## config.mk

```make
export PLATFORM = sky130hd
export DESIGN_NAME = modport_bridge
export DESIGN_NICKNAME = d
export VERILOG_FILES = /design/src/rtl/modport_bridge.sv
export SDC_FILE = /design/constraint.sdc
export NUM_CORES = 1
export LEC_CHECK = 0
export ABC_AREA = 1
export BUFFER_PORTS_ARGS = -buffer_cell sky130_fd_sc_hd__buf_2
export CORE_MARGIN = 4
export CORE_UTILIZATION = 37
export DETAILED_ROUTE_END_ITERATION = 6
export PLACE_DENSITY_LB_ADDON = 0.12
export SLEW_MARGIN = 20
export SYNTH_ARGS = -nofsm -noshare
export SYNTH_HDL_FRONTEND = slang
export SYNTH_SLANG_ARGS = --single-unit
```

## constraint.sdc

```tcl
create_clock -name HCLK -period 3.2 [get_ports HCLK]
set_input_delay 0.16 -clock HCLK [delete_from_list [all_inputs] [get_ports HCLK]]
set_output_delay 0.16 -clock HCLK [all_outputs]
set_load 0.005 [all_outputs]
```

## src/rtl/modport_bridge.sv

```systemverilog
// modport_bridge: AHB-Lite slave to APB bridge, all in the HCLK domain.
// Single AHB transfers become APB SETUP/ENABLE pairs on one of four 64 MB
// slots. HREADYout stalls the AHB data phase until the APB access finishes.
// Optional: define MODPORT_ERR_RESP_EN to answer out-of-window transfers
// with a two-cycle AHB ERROR response instead of silently ignoring them.
module modport_bridge #(
    parameter logic [31:0] BASE_ADDR = 32'h8000_0000
) (
    input  logic        HCLK,
    input  logic        HRESET,
    input  logic [1:0]  HTRANS,
    input  logic        HWRITE,
    input  logic        HREADYin,
    input  logic [31:0] HADDR,
    input  logic [31:0] HWDATA,
    input  logic [2:0]  HSIZE,
    output logic [31:0] HRDATA,
    output logic [1:0]  HRESP,
    output logic        HREADYout,
    input  logic [31:0] PRDATA,
    output logic [3:0]  PSELx,
    output logic        PENABLE,
    output logic        PWRITE,
    output logic [31:0] PADDR,
    output logic [31:0] PWDATA
);

    localparam logic [1:0] RESP_OKAY  = 2'b00;
    localparam logic [1:0] RESP_ERROR = 2'b01;

    typedef enum logic [2:0] {
        S_IDLE   = 3'd0,
        S_WWAIT  = 3'd1,
        S_SETUP  = 3'd2,
        S_ENABLE = 3'd3,
        S_ERR1   = 3'd4,
        S_ERR2   = 3'd5
    } state_t;

    // Captured address-phase request; drives the APB address/direction.
    typedef struct packed {
        logic [31:0] addr;
        logic        write;
        logic [1:0]  slot;
    } req_t;

    state_t      state, nxt;
    req_t        req_q;
    logic [31:0] pwdata_q;
    logic [31:0] off;
    logic        in_win;
    logic        addr_phase;
    logic        hit;
    logic        unused_ok;

    // Window test is done on the offset so any 256 MB-aligned base works.
    assign off    = HADDR - BASE_ADDR;
    assign in_win = (off[31:28] == 4'h0);

    // Address phases are only looked at while the bridge shows ready to the
    // master from a state that may start a new APB access.
    assign addr_phase = ((state == S_IDLE) || (state == S_ENABLE)) &&
                        HREADYin && HTRANS[1];
    assign hit        = addr_phase && in_win;

    // Transfer size is irrelevant: every APB access is a full word.
    assign unused_ok = ^{HSIZE, HTRANS[0], off[25:0]};

    // Read data passes straight through; the master samples it in ENABLE.
    assign HRDATA = PRDATA;

    assign PADDR  = req_q.addr;
    assign PWRITE = req_q.write;
    assign PWDATA = pwdata_q;

    // State register.
    always_ff @(posedge HCLK) begin
        if (HRESET) state <= S_IDLE;
        else        state <= nxt;
    end

    // Latch the request when a transfer is accepted.
    always_ff @(posedge HCLK) begin
        if (HRESET)   req_q <= '0;
        else if (hit) req_q <= '{addr: HADDR, write: HWRITE, slot: off[27:26]};
    end

    // Write data is only valid in the AHB data phase, i.e. during WWAIT.
    always_ff @(posedge HCLK) begin
        if (HRESET)                 pwdata_q <= '0;
        else if (state == S_WWAIT)  pwdata_q <= HWDATA;
    end

    // Next-state decode and state-derived bus outputs.
    always_comb begin
        nxt       = state;
        HREADYout = 1'b1;
        HRESP     = RESP_OKAY;
        PSELx     = 4'b0000;
        PENABLE   = 1'b0;
        case (state)
            S_IDLE, S_ENABLE: begin
                if (state == S_ENABLE) begin
                    PSELx   = 4'b0001 << req_q.slot;
                    PENABLE = 1'b1;
                end
                if (hit)
                    nxt = HWRITE ? S_WWAIT : S_SETUP;
`ifdef MODPORT_ERR_RESP_EN
                else if (addr_phase)
                    nxt = S_ERR1;
`endif
                else
                    nxt = S_IDLE;
            end
            S_WWAIT: begin
                HREADYout = 1'b0;
                nxt       = S_SETUP;
            end
            S_SETUP: begin
                HREADYout = 1'b0;
                PSELx     = 4'b0001 << req_q.slot;
                nxt       = S_ENABLE;
            end
`ifdef MODPORT_ERR_RESP_EN
            // Two-cycle AHB error: first cycle stalls, second completes.
            S_ERR1: begin
                HREADYout = 1'b0;
                HRESP     = RESP_ERROR;
                nxt       = S_ERR2;
            end
            S_ERR2: begin
                HRESP = RESP_ERROR;
                nxt   = S_IDLE;
            end
`endif
            default: nxt = S_IDLE;
        endcase
    end

endmodule

```

; ---- Yosys cells after proc, flatten, opt, wreduce, memory -nomap -nowiden
; Index checks and enable logic that the tools add are counted.
; Widths: inputs -> output; s select.
[totals]
ff_bits = 70
output_inout_bits = 105
elab_cells = 26
[op_classes]
n_addsub = 1
eq_ne = 3
shift = 1
mux = 8
n_reduce_logical = 8
[ops]
columns = operator, n
row1 = $sub 32x32->32 const B, 1
row2 = $pmux 3 s3, 1
row3 = $pmux 4 s2, 1
row4 = $eq 3x2->1 const B, 2
row5 = $logic_not 4->1, 1
row6 = $mux 2, 2
row7 = $mux 4, 1
row8 = $reduce_or 2->1, 2
row9 = $shl 1x2->4 const A, 1
row10 = $eq 3x1->1 const B, 1
row11 = $logic_and 1x1->1, 3
row12 = $logic_not 3->1, 1
row13 = $mux 1, 3
row14 = $logic_or 1x1->1, 1

; ---- Depth between registers and ports, before layout
; Gate-level depths: netlist of run 1.
[logic_depth]
word_depth = 7
ltp_mapped = 8
mapped_depth_nobuf = 7

; ---- Least setup slack after synthesis of run 1
; Ideal clock, no wire load.
[synth_timing]
kind = register to register
from = register state[0]
to = register req_q (netlist bit PADDR[12])
setup_time_ns = 0.113
arrival_ns = 1.341
required_time_ns = 3.087
slack_ns = 1.746
stages_incl_launch_ff = 9
path_buffers = 1
cell_sequence = dfxtp_1 inv_1 ha_1 nand2_1 nor2_4 buf_4 nand3_1 nand2_1 nor2_1
[synth_between]
elab_chain_cells = 5
word_cells_on_any_way = 6
[synth_rtl]
columns = element, line_no
row1 = start: declaration, 47  ; state_t state, nxt;
row2 = start signal: assignment, 79  ; else state <= nxt;
row3 = $eq 3x2->1 or $logic_not 3->1 (tied branches), 62  ; assign addr_phase = ((state == S_IDLE) || (state == S_ENABLE)) &&
row4 = $logic_or 1x1->1 *, 62
row5 = $logic_and 1x1->1 *, 62
row6 = $logic_and 1x1->1 *, 63  ; HREADYin && HTRANS[1];
row7 = $logic_and 1x1->1 *, 64  ; assign hit = addr_phase && in_win;
row8 = end signal: assignment, 85  ; else if (hit) req_q <= '{addr: HADDR, write: HWRITE, slot: off[27:26]};
row9 = end: declaration, 48  ; req_t req_q;
; Mark *: on every way between the ends. The rest lies on a longest branch, timed or not.
; A chain may end at the register's enable or synchronous reset.

; ---- Worst setup path after layout of run 1
[layout_timing]
from = register state[0]
to = register req_q (netlist bit PADDR[27])
; Same word-level chain as after synthesis.

==> impl_metrics.tcl, run 1 <==
set metrics [dict create \
    synthFlopType "dfxtp_1" \
    worst-path-buf-inv 1 \
    timing.reg2reg.setup_slack_ns 1.22 \
    worstPathArrival_ns 2.19 \
    clk_path_buf_depth 2 \
    fmax_mhz 506 \
    ys_warn_count 0 \
    post-synth-top-count-cell "nor2_1" \
    route.detailed.drc 0 \
    wl_met3_um 704 \
    cp_max_fo 30 \
    synth_cell_types 21 \
    antenna_found_initial 0 \
    drt_iter0_markers 108 \
    min_period_ns 1.98 \
    holdCritStartpoint "HWDATA[24]" \
    synth_top_area_share_pct 45.4 \
    n_fill_cell 839 \
    rsz0062_at_grt "no" \
    cts.htree.levels 3 \
    whs_path_depth 3 \
    avgSynthCellArea_um2 7.25 \
    wl_met1_um 3280 \
    die_h_um 97.4 \
    endpoint_kind "flip-flop" \
    die_area_mm2 0.00948 \
    worstSkewPairLatency_ns 0.33 \
    grt_pass1_wl_um 12200 \
    place_area_mm2 0.00342 \
    r2r_end "PADDR[27]" \
    numCtsBuffers 9 \
    dpl.hpwl_um 4960 \
    totalWireLength_um 7310 \
    grtUsageTotal_pct 15.4 \
    synthTopCellsByArea "dfxtp_1 (45%), nor2_1 (17%), buf_4 (8.9%)" \
    reg2reg_depth 7 \
    slowest_stage "nor2_4" \
    rows 32 \
    wl_per_cell_um 11.9 \
    period_share_pct 61.7 \
    ctsResizeCount 0 \
    floorplan.initialDensity_pct 38.1 \
    synthToLayoutAreaGrowth_pct 24.5 \
    setup_viol_count_final 0 \
    fin_util_pct 47.4 \
    drv_cap 0 \
    drive_gt1_share_pct 32.1 \
    synth.cell_area_mm2 0.00296 \
    cts_tree "done" \
    hold_slack_ns 0.0493 \
    clockRootBuffer "clkbuf_8" \
    cts-hold-fix-buffers 0 \
    core_mm2 0.00777 \
    path_common_cell "nand2_1" \
    ioPinCount 210 \
    path_delay_family "simple AND/OR/NAND/NOR gates" \
    whs_endpoint "PWDATA[24]" \
    drv_slew 0 \
    final_nets 616 \
    fin_tns_setup_ns 0 \
    fin_area_mm2 0.00368 \
    slew_headroom_pct 33.8 \
    first_global_vias 2683 \
    ant_nets 0 \
    synth_edf_count 0 \
    reg2reg_from "state[0]" \
    async_flop_share_pct 0 \
    p_leak_nw 2.02 \
    cts.clk_slew.worst_paths_ns 0.08 \
    grt.overflow.total 0 \
    firstDrtPassIters 4 \
    highest_layer "met4" \
    io_buffer_count 139 \
    yosysSeqAreaShare_pct 45.4 \
    startpoint_type "flip-flop" \
    synth_commonest_cells "nor2_1 (132), dfxtp_1 (67), inv_1 (36)" \
    required_ns 3.42 \
    ys_ff_latch 67 \
    post-cts-setup-buffers 0 \
    gp_congestion 0.821 \
    yosys.area.top_type "dfxtp_1" \
    crit_type "reg -> reg" \
    min_path_type "in -> reg" \
    cp_cell_sequence "inv_1 > ha_1 > nand2_1 > nor2_4 > nand3_1 > nand2_1 > nor2_1" \
    max_stage_delay_ns 0.55 \
    tightestPinTransition_ns 0.992 \
    clock_sinks 67 \
    fin_skew_ns 0.00922 \
    grt_max_degree 65 \
    vias_per_cell 4.37 \
    ir_drop_v 0.000181 \
    vias 2681 \
    netlist_instances 408 \
    powerDensity_mw_per_mm2 509 \
    die_w_um 97.4 \
    finalHoldViolations 0 \
    status "completed" \
    wl_met2_um 3250 \
    n_antenna_cell 0 \
]
state kept, by name, indices dropped and copies added (netlist names):
register,cells
PADDR,32
PWDATA,32
PWRITE,1
state,2
layout make-up:
class	instances	area, um^2	share of cell area, %
Multi-Input combinational cell	248	1090	29.7
Clock inverter	4	95.1	2.58
Inverter	39	146	3.98
Timing Repair Buffer	141	711	19.3
Tap cell	102	128	3.47
Sequential cell	67	1340	36.5
Clock buffer	12	165	4.49
worst max-delay path by stage:
stage | startpoint | end | slack, ns | cells past startpoint
final | state[0] | PADDR[27] | 1.22 | 7
after global routing | state[1] | PWDATA[13] | 1.0 | 6
after CTS | state[0] | PADDR[11] | 1.21 | 7
after detailed placement | state[0] | PADDR[11] | 1.22 | 7
after global placement | state[0] | PADDR[5] | 1.24 | 7
after floorplan | state[0] | PADDR[12] | 1.75 | 8
tightest hold or removal path: stages:
cell,delay [ns]
buf_2,0.07
nor2_1,0.03
nor2_1,0.08
where the power goes:
part | internal (W) | leakage, nW | switching (W) | total, W
sequential | 0.000848 | 0.541 | 0.00000722 | 0.000855
clock | 0.000581 | 0.133 | 0.000306 | 0.000887
combinational | 0.0000592 | 1.35 | 0.0000722 | 0.000131
per-layer routing:
| metal | GRT usage (%) | vias up |
|---|---|---|
| li1 | - | 1404 |
| met1 | 17.9 | 1168 |
| met2 | 25.1 | 100 |
| met3 | 5.89 | 9 |
| met4 | 6.82 | 0 |
| met5 | 0 | - |
cells in the final DEF, fill, tap and decap left out, types with 3 or more instances in the layout:
| master | netlist | routed |
|---|---|---|
| buf_2 | 5 | 139 |
| nor2_1 | 132 | 131 |
| dfxtp_1 | 67 | 67 |
| inv_1 | 36 | 36 |
| nand2_1 | 35 | 35 |
| o21ai_0 | 30 | 30 |
| nand3_1 | 30 | 30 |
| clkbuf_8 | 0 | 12 |
| ha_1 | 5 | 5 |
| o21ai_1 | 4 | 4 |
| nor3_1 | 3 | 3 |
| bufinv_16 | 0 | 3 |
cells by family after synthesis:
logic type | Yosys count | share of synthesized area, %
buffers and inverters | 94 | 17.9
AOI/OAI and AO/OA | 36 | 6.09
DFF | 67 | 45.4
and+or+nand+nor | 205 | 28.4
adders and majority gates | 5 | 2.12
other | 1 | 0.127
stage by stage:
| stage | setup WS [ns] | instances | power (W) |
|---|---|---|---|
| floorplan | 1.75 | 409 | 0.000976 |
| detailed placement | 1.22 | 597 | 0.00101 |
| global placement | 1.24 | 597 | 0.00101 |
| finish | 1.22 | 613 | 0.00187 |
| global route | 0.998 | 613 | 0.00196 |
| CTS | 1.21 | 613 | 0.00191 |
No activity file was read; power rests on OpenSTA's default activity.
==> run 2: changes to the inputs <==
- ABC_AREA: 1 -> 0
- CORE_UTILIZATION: 37 -> 36
- clock period: 3.2 -> 1.75 ns (I/O delays scaled with it)
==> run 2 against run 1 <==
  * Synthesized area decreased by 5.7%
  * Core utilization increased by 9.0 points
  * Clock skew about the same
  * Combinational power increased by 140%
  * Count of clock-buffer cells in the layout decreased by 2
  * Hold slack got worse by 0.029 ns
  * Sequential power increased by 81%
  * Power increased by 73%
  * Critical endpoint is now PSELx[3]
==> impl_metrics.tcl, run 2 <==
set metrics [dict create \
    final_cell_mix "buf_2 (139), dfxtp_1 (65), dlygate4sd3_1 (53)" \
    required_ns 1.66 \
    cts.htree.levels 3 \
    wl_per_cell_um 13.5 \
    n_fill_cell 702 \
    powerDensity_mw_per_mm2 781 \
    synth.cell_area_mm2 0.00279 \
    core_mm2 0.00737 \
    setup_viol_count_final 0 \
    path_delay_family "simple AND/OR/NAND/NOR gates" \
    n_antenna_cell 0 \
    cp-startpoint "state[0]" \
    synthTopCellsByArea "dfxtp_1 (48%), mux2i_1 (11%), buf_4 (9.2%)" \
    min_path_type "in -> reg" \
    ioPinCount 210 \
    gp_congestion 0.685 \
    yosysSeqAreaShare_pct 48.1 \
    synth_top_area_share_pct 48.1 \
    async_flop_share_pct 0 \
    crit_type "reg -> out" \
    dpl.hpwl_um 5190 \
    clock_sinks 67 \
    ys_ff_latch 67 \
    numCtsBuffers 9 \
    startpoint_type "flip-flop" \
    p_leak_nw 1.84 \
    ir_drop_v 0.000530 \
    vias 2642 \
    worstPathArrival_ns 1.56 \
    power_w 0.00324 \
    firstDrtPassIters 5 \
    cp_max_fo 4 \
    max_stage_delay_ns 0.34 \
    io_buffer_count 139 \
    floorplan.initialDensity_pct 37.8 \
    cp_cell_sequence "buf_4 > ha_1 > nor4bb_1 > buf_2" \
    route.detailed.drc 0 \
    fin_skew_ns 0.00891 \
    vias_per_cell 4.67 \
    yosys.area.top_type "dfxtp_1" \
    grt_pass1_wl_um 11900 \
    drive_gt1_share_pct 37.3 \
    synth_cell_types 24 \
    antenna_found_initial 0 \
    drt_iter0_markers 53 \
    grt_max_degree 33 \
    min_period_ns 1.64 \
    die_area_mm2 0.00922 \
    drv_cap 0 \
    die_w_um 96.0 \
    grt.overflow.total 0 \
    die_h_um 96.0 \
    post-cts-setup-buffers 0 \
    reg2reg_from "state[0]" \
    final_nets 572 \
    endpoint_kind "output pin" \
    first_global_vias 2663 \
    worst-path-buf-inv 2 \
    synthToLayoutAreaGrowth_pct 49.0 \
    avgSynthCellArea_um2 9.20 \
    cts_tree "done" \
    netlist_instances 303 \
    slowest_stage "nor4bb_1" \
    rows 31 \
    cts.clk_slew.worst_paths_ns 0.08 \
    period_share_pct 93.9 \
    rsz0062_at_grt "no" \
    synthFlopType "dfxtp_1" \
    grtUsageTotal_pct 16.3 \
    finalHoldViolations 0 \
    post-synth-top-count-cell "dfxtp_1" \
    totalWireLength_um 7640 \
    status "completed" \
    fmax_mhz 609 \
    clk_path_buf_depth 2 \
    synth_edf_count 0 \
    ys_warn_count 0 \
    ant_nets 0 \
    synth_commonest_cells "dfxtp_1 (67), nor2_1 (35), buf_4 (34)" \
    layout_commonest_cell "buf_2" \
    holdCritStartpoint "HWDATA[25]" \
    clockRootBuffer "clkbuf_8" \
    fin_tns_setup_ns 0 \
    drv_slew 0 \
    worstSkewPairLatency_ns 0.33 \
]
==> run 2: cell types whose count changed after synthesis, sizes merged, moves of 2 or more <==
| cell | delta |
|---|---|
| o21ai | -4 |
| inv | -34 |
| clkbuf | +6 |
| nor4b | +2 |
| buf | -5 |
| nand3 | -4 |
| nor2 | -99 |
| a21oi | +27 |
| nor3b | +4 |
| nand2 | -33 |
| mux2i | +32 |
| nor3 | -3 |
==> run 2: worst register-to-register path: stages, from the launching register on <==
cell,delay (ns)
dfxtp_2,0.32
inv_1,0.06
ha_4,0.29
nand4b_1,0.15
buf_4,0.19
nor2_1,0.27
o21ai_0,0.13
==> run 2: area by class of cell <==
class	instances	area (um^2)	share of cell area, %
tap	99	124	2.98
clock buffer	10	128	3.07
sequential	67	1340	32.4
clock inverter	6	90.1	2.17
timing repair buffer	203	1330	32.1
inverter	4	15.0	0.362
multi-input combinational	177	1120	26.9
==> run 2: per-stage QoR <==
step	hold slack (ns)	worst slack, ns	area [um^2]	util [%]	cells
2_1_floorplan	0.235	0.147	2790	-	304
3_3_place_gp	0.175	0.224	3380	45.9	498
3_5_place_dp	0.175	0.209	3380	45.9	498
4_1_cts	0.00259	0.0339	4140	56.1	566
5_1_grt	0.00254	0.0172	4150	56.3	566
6_report	0.0199	0.107	4150	56.3	566
==> run 2: repair_timing <==
item                       CTS  global route
hold endpoints to repair    52             1
hold buffers                52             1
setup endpoints to repair    2             3
gates resized for setup      3             3
pin swaps                    0             1
==> run 2: logic make-up after synthesis <==
kind of cell             synth area share, %
multiplexers                            11.5
adder cells (fa/ha/maj)                 2.24
AND/OR/NAND/NOR                         13.8
other                                  0.135
flip-flops                              48.1
buffers and inverters                   13.0
AO/OA/AOI/OAI                           11.2
==> run 2: worst paths after layout <==
path	to	slack, ns	cells after the start
hold / removal	PWDATA[25]	0.02	3
hold reg to reg	PWRITE	0.46	2
setup / recovery	PSELx[3]	0.11	4
setup reg to reg	PWRITE	0.21	6
==> run 2: metal layers <==
metal / part of all wire, % / vias up / global-route usage (%)
met2: 48 / 118 / 27.7
met1: 40 / 1194 / 18.0
met3: 10 / 16 / 6.33
li1: - / 1314 / -
met4: 1.7 / 0 / 7.23
met5: 0 / - / 0
==> run 2: where the power goes <==
part | internal (W) | leakage, nW | switching [W]
Clock | 0.000805 | 0.106 | 0.000577
Combinational | 0.000184 | 1.19 | 0.000131
Sequential | 0.00154 | 0.541 | 0.00000775
Total | 0.00253 | 1.84 | 0.000716
